`src/rtl/rv32i_types.sv`:
```
// Shared types for the rv32i memory subsystem.
package rv32i_types;
  typedef enum logic [1:0] {IDLE, BUSY, DRAIN} arb_state_t;
  typedef enum logic {ICACHE, DCACHE} arb_src_t;
endpackage

```
`src/rtl/l2_arbiter.sv`:
```
// Round-robin arbiter sharing the single L2 line port between I-cache and D-cache,
// one transaction at a time, with forced idle cycles after each response.
module l2_arbiter
  import rv32i_types::*;
#(
  parameter int DRAIN_CYCLES = 2
) (
  input  logic         clk,
  input  logic         rst_n,
  input  logic [31:0]  i_addr,
  input  logic         i_read,
  output logic [255:0] i_rdata,
  output logic         i_resp,
  input  logic [31:0]  d_addr,
  input  logic         d_read,
  input  logic         d_write,
  input  logic [255:0] d_wdata,
  output logic [255:0] d_rdata,
  output logic         d_resp,
  output logic [31:0]  mem_addr,
  output logic         mem_read,
  output logic         mem_write,
  output logic [255:0] mem_wdata,
  input  logic [255:0] mem_rdata,
  input  logic         mem_resp
);

  arb_state_t state;
  arb_src_t   owner, last, pick;
  logic [3:0] cnt;
  logic       i_pend, d_pend, busy_resp;

  assign i_pend = i_read;
  assign d_pend = d_read | d_write;
  // On a tie, the side that was not served last wins.
  assign pick = (i_pend && d_pend) ? ((last == ICACHE) ? DCACHE : ICACHE)
                                   : (i_pend ? ICACHE : DCACHE);

  assign busy_resp = mem_resp && (state == BUSY);
  assign i_resp    = busy_resp && (owner == ICACHE);
  assign d_resp    = busy_resp && (owner == DCACHE);
  assign i_rdata   = mem_rdata;
  assign d_rdata   = mem_rdata;

  always_ff @(posedge clk or negedge rst_n) begin
    if (!rst_n) begin
      state     <= IDLE;
      owner     <= ICACHE;
      last      <= DCACHE;
      cnt       <= '0;
      mem_addr  <= '0;
      mem_read  <= 1'b0;
      mem_write <= 1'b0;
      mem_wdata <= '0;
    end else begin
      case (state)
        IDLE: begin
          if (i_pend || d_pend) begin
            state <= BUSY;
            owner <= pick;
            last  <= pick;
            if (pick == ICACHE) begin
              mem_addr  <= i_addr;
              mem_read  <= 1'b1;
              mem_write <= 1'b0;
              mem_wdata <= '0;
            end else begin
              // Read+write together is illegal; treat it as a writeback.
              mem_addr  <= d_addr;
              mem_read  <= d_read & ~d_write;
              mem_write <= d_write;
              mem_wdata <= d_wdata;
            end
          end
        end
        BUSY: begin
          if (mem_resp) begin
            mem_read  <= 1'b0;
            mem_write <= 1'b0;
            cnt       <= 4'(DRAIN_CYCLES);
            state     <= DRAIN;
          end
        end
        DRAIN: begin
          cnt <= cnt - 4'd1;
          if (cnt <= 4'd1) state <= IDLE;
        end
        default: state <= IDLE;
      endcase
    end
  end

endmodule

```
`config.mk`:
```
export PLATFORM = sky130hd
export DESIGN_NAME = l2_arbiter
export DESIGN_NICKNAME = d
export VERILOG_FILES = /design/src/rtl/rv32i_types.sv /design/src/rtl/l2_arbiter.sv
export SDC_FILE = /design/constraint.sdc
export NUM_CORES = 1
export LEC_CHECK = 0
export ABC_AREA = 1
export CORE_AREA = 2 2 538 540
export CTS_BUF_LIST = sky130_fd_sc_hd__clkbuf_4 sky130_fd_sc_hd__clkbuf_8 sky130_fd_sc_hd__clkbuf_16
export DETAILED_ROUTE_END_ITERATION = 10
export DIE_AREA = 0 0 540 542
export PLACE_DENSITY = 0.35
export SLEW_MARGIN = 20
export SYNTH_ARGS = -nofsm -noshare
export SYNTH_HDL_FRONTEND = slang
export SYNTH_SLANG_ARGS = --single-unit
```
`constraint.sdc`:
```
create_clock -name clk -period 2.8 [get_ports clk]
set_input_delay 0.56 -clock clk [delete_from_list [all_inputs] [get_ports clk]]
set_output_delay 0.56 -clock clk [all_outputs]
set_load 0.01 [all_outputs]
```
======== Word-level counts from Yosys, hierarchy flattened ========
Cells that the tools add are included.
word-level totals
  register bits ........................... 298
  output and inout bits ................... 804
  input bits .............................. 582
  logic and storage cells ................. 49
operators by class
  add/subtract/negate cells ............... 1
  magnitude comparators ................... 1
  equality and inequality tests ........... 5
  bitwise gates (word level) .............. 4
  muxes and demuxes ....................... 18
  reduce and logical (&&, ||, !) cells .... 12
operators with widths
  kind                                                                              count
  256-bit 2-to-1 mux                                                                1
  32-bit 2-to-1 mux                                                                 1
  1-bit 2-to-1 mux                                                                  8
  4-bit one-hot mux with 2 select lines                                             1
  2-bit 2-to-1 mux                                                                  3
  2-bit inequality test, second input constant                                      3
  2-bit one-hot mux with 3 select lines                                             1
  3-bit AND reduction                                                               2
  4-bit by 1-bit less-or-equal comparator with 1-bit output, second input constant  1
  1-bit logical AND                                                                 4
  4-bit 2-to-1 mux                                                                  1
  1-bit one-hot mux with 2 select lines                                             2
  2-bit AND reduction                                                               2
  2-bit nonzero test                                                                2
  4-bit by 1-bit subtractor with 4-bit output, second input constant                1
  2-bit by 1-bit == test with 1-bit output, second input constant                   1
  2-bit == test, second input constant                                              1
  2-bit logical NOT                                                                 1
  1-bit NOT                                                                         2
  1-bit bitwise AND                                                                 1
  1-bit logical OR                                                                  1
  1-bit OR                                                                          1

======== Depth between registers and ports, before layout ========
  word-level depth ........................ 6
  depth in mapped cells ................... 9
  gate-level depth less buffers ........... 6

======== Least setup slack after synthesis ========
OpenSTA, ideal clock, no wires.
  path type ............................... input to register
  start ................................... input i_read
  end ..................................... register mem_addr[16]
  cell stages on the path ................. 9
  data required time ...................... 2682 ps
  setup slack ............................. 1376 ps
  setup time .............................. 118 ps
  arrival time ............................ 1306 ps
  cells stage by stage .................... buf_2 > inv_2 > nand2_1 > nand2_2 > inv_2 > buf_6 > buf_6 > nand3_1 > nand2_1
on the way
  word-level cells in the longest chain between the ends .. 3
ends and longest elaborated chain
  item                                                   line                                RTL
  start: declaration                                     l2_arbiter.sv:11                    input logic i_read,
  1-bit 2-to-1 mux or 1-bit logical AND (tied branches)  l2_arbiter.sv:37, l2_arbiter.sv:36
  1-bit 2-to-1 mux                                       l2_arbiter.sv:36                    assign pick = (i_pend && d_pend) ? ((last == ICACHE) ? DCACHE : ICACHE)
  32-bit 2-to-1 mux                                      l2_arbiter.sv:62                    if (pick == ICACHE) begin
  end signal: assignment                                 l2_arbiter.sv:63                    mem_addr <= i_addr;
  end signal: assignment                                 l2_arbiter.sv:69                    mem_addr <= d_addr;
  end: declaration                                       l2_arbiter.sv:20                    output logic [31:0] mem_addr,
Parallel ways exist; a longest one is shown, timed or not.
A chain may end at the register's enable or synchronous reset.

======== Worst setup path after layout ========
  start ................................... register mem_wdata[212]
  end ..................................... output mem_wdata[212]
RTL lines
  item                      line              RTL
  start: declaration        l2_arbiter.sv:23  output logic [255:0] mem_wdata,
  start signal: assignment  l2_arbiter.sv:72  mem_wdata <= d_wdata;
No word-level cell between the ends.

==> run metrics <==
RSZ-0062 raised after global routing=false; crit start category=flip-flop; peak supply drop=a little over 0.0004 V; Starting Density=5.71%; slowest stage delay, CP=between 800 and 900 ps; die area=293000 um^2; post-DR vias/cell=2.30; RePlAce Congestion=about 0.79; min cycle time layout=2480 ps; layout cells sized above 1=7.89%; DR iter-0 viols=between 800 and 900; Total Nets Final=2664; Post-Synth XOR/XNOR Area=0.0535%; outcome=finished, final reports clean; Setup violations, final=0; maximum fanout along the worst path=2; final WL=about 140000 um; largest net degree at the start of global routing=58; Clock Skew=37.5 ps; number of gates resized after CTS=0; die height=between 500 and 600 um; fin cells=5903; Rel. slew slack=44.5%; critical path required time=2240 ps; post-route ant nets=0; Top Layer Used=met5; wire length per cell=23.0 um; max-cap violations=0; DR vias=13600; initial antenna violation count=43; post-synthesis adder-cell area fraction=less than 1%; Placed Cells=about 5800; cell count after synthesis=1956; H-tree levels=2; post-synthesis cell area=16400 um^2; Placement Rows=197; Bufs and invs on worst path=1; Hold Path Class=in2reg; max-slew violation count=0; WHS=448 ps; Synth Area in Compound Gates=0.367%; Layout Area Growth over Synthesis=53.9%; Hold Buf Count CTS=1; Final HPWL DP=116000 um; routed metal-1 wire length=45900 um; Warnings, synthesis=0; clock transition at the registers of the reported paths=60 ps; Syn Nets=2540; CTS tree=yes; Total GRT Usage=8.95%; Hold Fails Final Rpt=0; Setup crit end kind=output port; first-pass GRT wire length=168000 um; io pins=1386; Max Clock Freq=around 400 MHz; setup TNS=0 ps; Seq cells post-synth=298; DRC Markers=0; Worst-Skew Late Latency=670 ps; total power=27.0 mW; CTS Sinks=approximately 300; Core Area=287000 um^2; crit-path cells=clkdlybuf4s50_1; Max clock buf depth=3; fill count=33500; vias in the first global route=14300; gr ovfl total=0; Port Buffers=approximately 600; Crit path arrival time=approximately 1900 ps; Setup Buffers After CTS=0; routed wl met3=27300 um; simple-gate area share of the yosys netlist=about 24%; Num CTS Buffers=46; Distinct cells, synth=21; Leak Pwr=10.4 nW; Slew @ Worst Pin=824 ps; critical path's top delay family=buffers and inverters; final core occ=8.78%; CP max-delay cell=clkdlybuf4s50_1; Root Buffer=clkbuf_16; DR pass1 iterations=5; power per cell area=around 1100 nW/um^2; WS Path Type=reg2out; largest family of logic cells by synthesized area=buffers and inverters; post-synthesis sequential area ratio=between 40% and 50%; mux contribution to synthesized area=0%; Post-Syn Area per Cell=8.37 um^2; met2 WL post-DR=53700 um; Die W=540 um; crit share post-route=88.6%
-- cells in the final DEF, fill, tap and decap left out --
master / count
buf_2: 1
nand2_8: 1
diode_2: 6
clkinvlp_4: 2
nand4_1: 1
clkdlybuf4s50_1: 613
clkbuf_8: 7
nor2_1: 7
o211ai_1: 1
clkbuf_4: 6
o21ai_0: 6
o21ai_4: 1
dlygate4sd3_1: 1
clkinv_4: 2
bufinv_16: 5
inv_2: 1
nand2_1: 618
nand3_1: 325
buf_4: 52
clkbuf_16: 46
ha_1: 2
o31ai_1: 1
clkinv_8: 1
inv_6: 1
xnor2_1: 1
dfrtp_1: 297
clkinv_2: 14
nand2_4: 1
nor3_1: 1
inv_1: 74
o22ai_1: 1
buf_8: 1
inv_8: 1
dfstp_2: 1
buf_12: 23
-- routing by layer --
metal	track usage [%]	vias up
met3	8.00	390
met2	12.4	1082
met4	5.19	6
met5	0.625	-
met1	8.79	6226
li1	-	5853
-- Yosys cell counts --
cell type,number,area (um^2)
dfstp_2,1,26.3
o211ai_1,1,7.51
o21ai_2,1,8.76
inv_2,2,7.51
nand4_1,1,6.26
nand2_1,619,2320
o22ai_1,1,6.26
dfrtp_1,297,7430
buf_4,513,3850
nor2_1,7,26.3
inv_1,74,278
nand3_1,325,1630
buf_2,66,330
o31ai_1,1,7.51
nand2_2,1,6.26
clkbuf_1,6,22.5
o21ai_0,6,30.0
ha_1,2,25.0
xnor2_1,1,8.76
nor3_1,1,5.00
buf_6,30,338
-- stage by stage --
step | setup WS [ps] | cell area [um^2]
floorplan | 1380 | 16400
global placement | 188 | 23600
detailed placement | 245 | 23600
CTS | 175 | 25200
global route | 185 | 25200
finish | 318 | 25200
-- state kept, by name, indices dropped and copies added (netlist names) --
register	cells
mem_addr	32
owner	1
mem_wdata	256
cnt	4
mem_write	1
state	2
last	1
mem_read	1
-- final cells by class --
cell class	instances	area [um^2]	area share, %
repair buffers	691	7020	27.8
clock buffers	59	1290	5.13
inverters	76	293	1.16
well taps	3781	4730	18.8
diodes	6	15.0	0.0596
clock inverters	25	278	1.10
flip-flops and latches	298	7460	29.6
multi-input cells	967	4120	16.3
-- power breakdown --
part	leakage, nW	switching, mW	internal, mW	total, mW
registers	3.77	1.39	6.22	7.61
logic	5.85	7.81	5.32	13.1
clock network	0.790	2.55	3.71	6.26
-- path summary, 6_finish.rpt --
check | startpoint | to | slack, ps | cells after the start
max in group asynchronous | rst_n | mem_wdata[113]$_DFFE_PN0P_ | 1430 | 3
max | mem_wdata[212]$_DFFE_PN0P_ | mem_wdata[212] | 320 | 1
max reg2reg | last$_DFFE_PN1P_ | mem_wdata[95]$_DFFE_PN0P_ | 850 | 7
min in group asynchronous | rst_n | mem_addr[8]$_DFFE_PN0P_ | 510 | 2
min | d_wdata[16] | mem_wdata[16]$_DFFE_PN0P_ | 450 | 3
min reg2reg | mem_wdata[124]$_DFFE_PN0P_ | mem_wdata[124]$_DFFE_PN0P_ | 480 | 2
-- logic make-up after synthesis --
| logic type | after synthesis |
|---|---|
| AO/OA/AOI/OAI | 10 |
| XOR/XNOR | 1 |
| adder cells (fa/ha/maj) | 2 |
| buffers and inverters | 691 |
| flip-flops | 298 |
| AND/OR/NAND/NOR | 954 |
(Power assumes the default switching activity.)
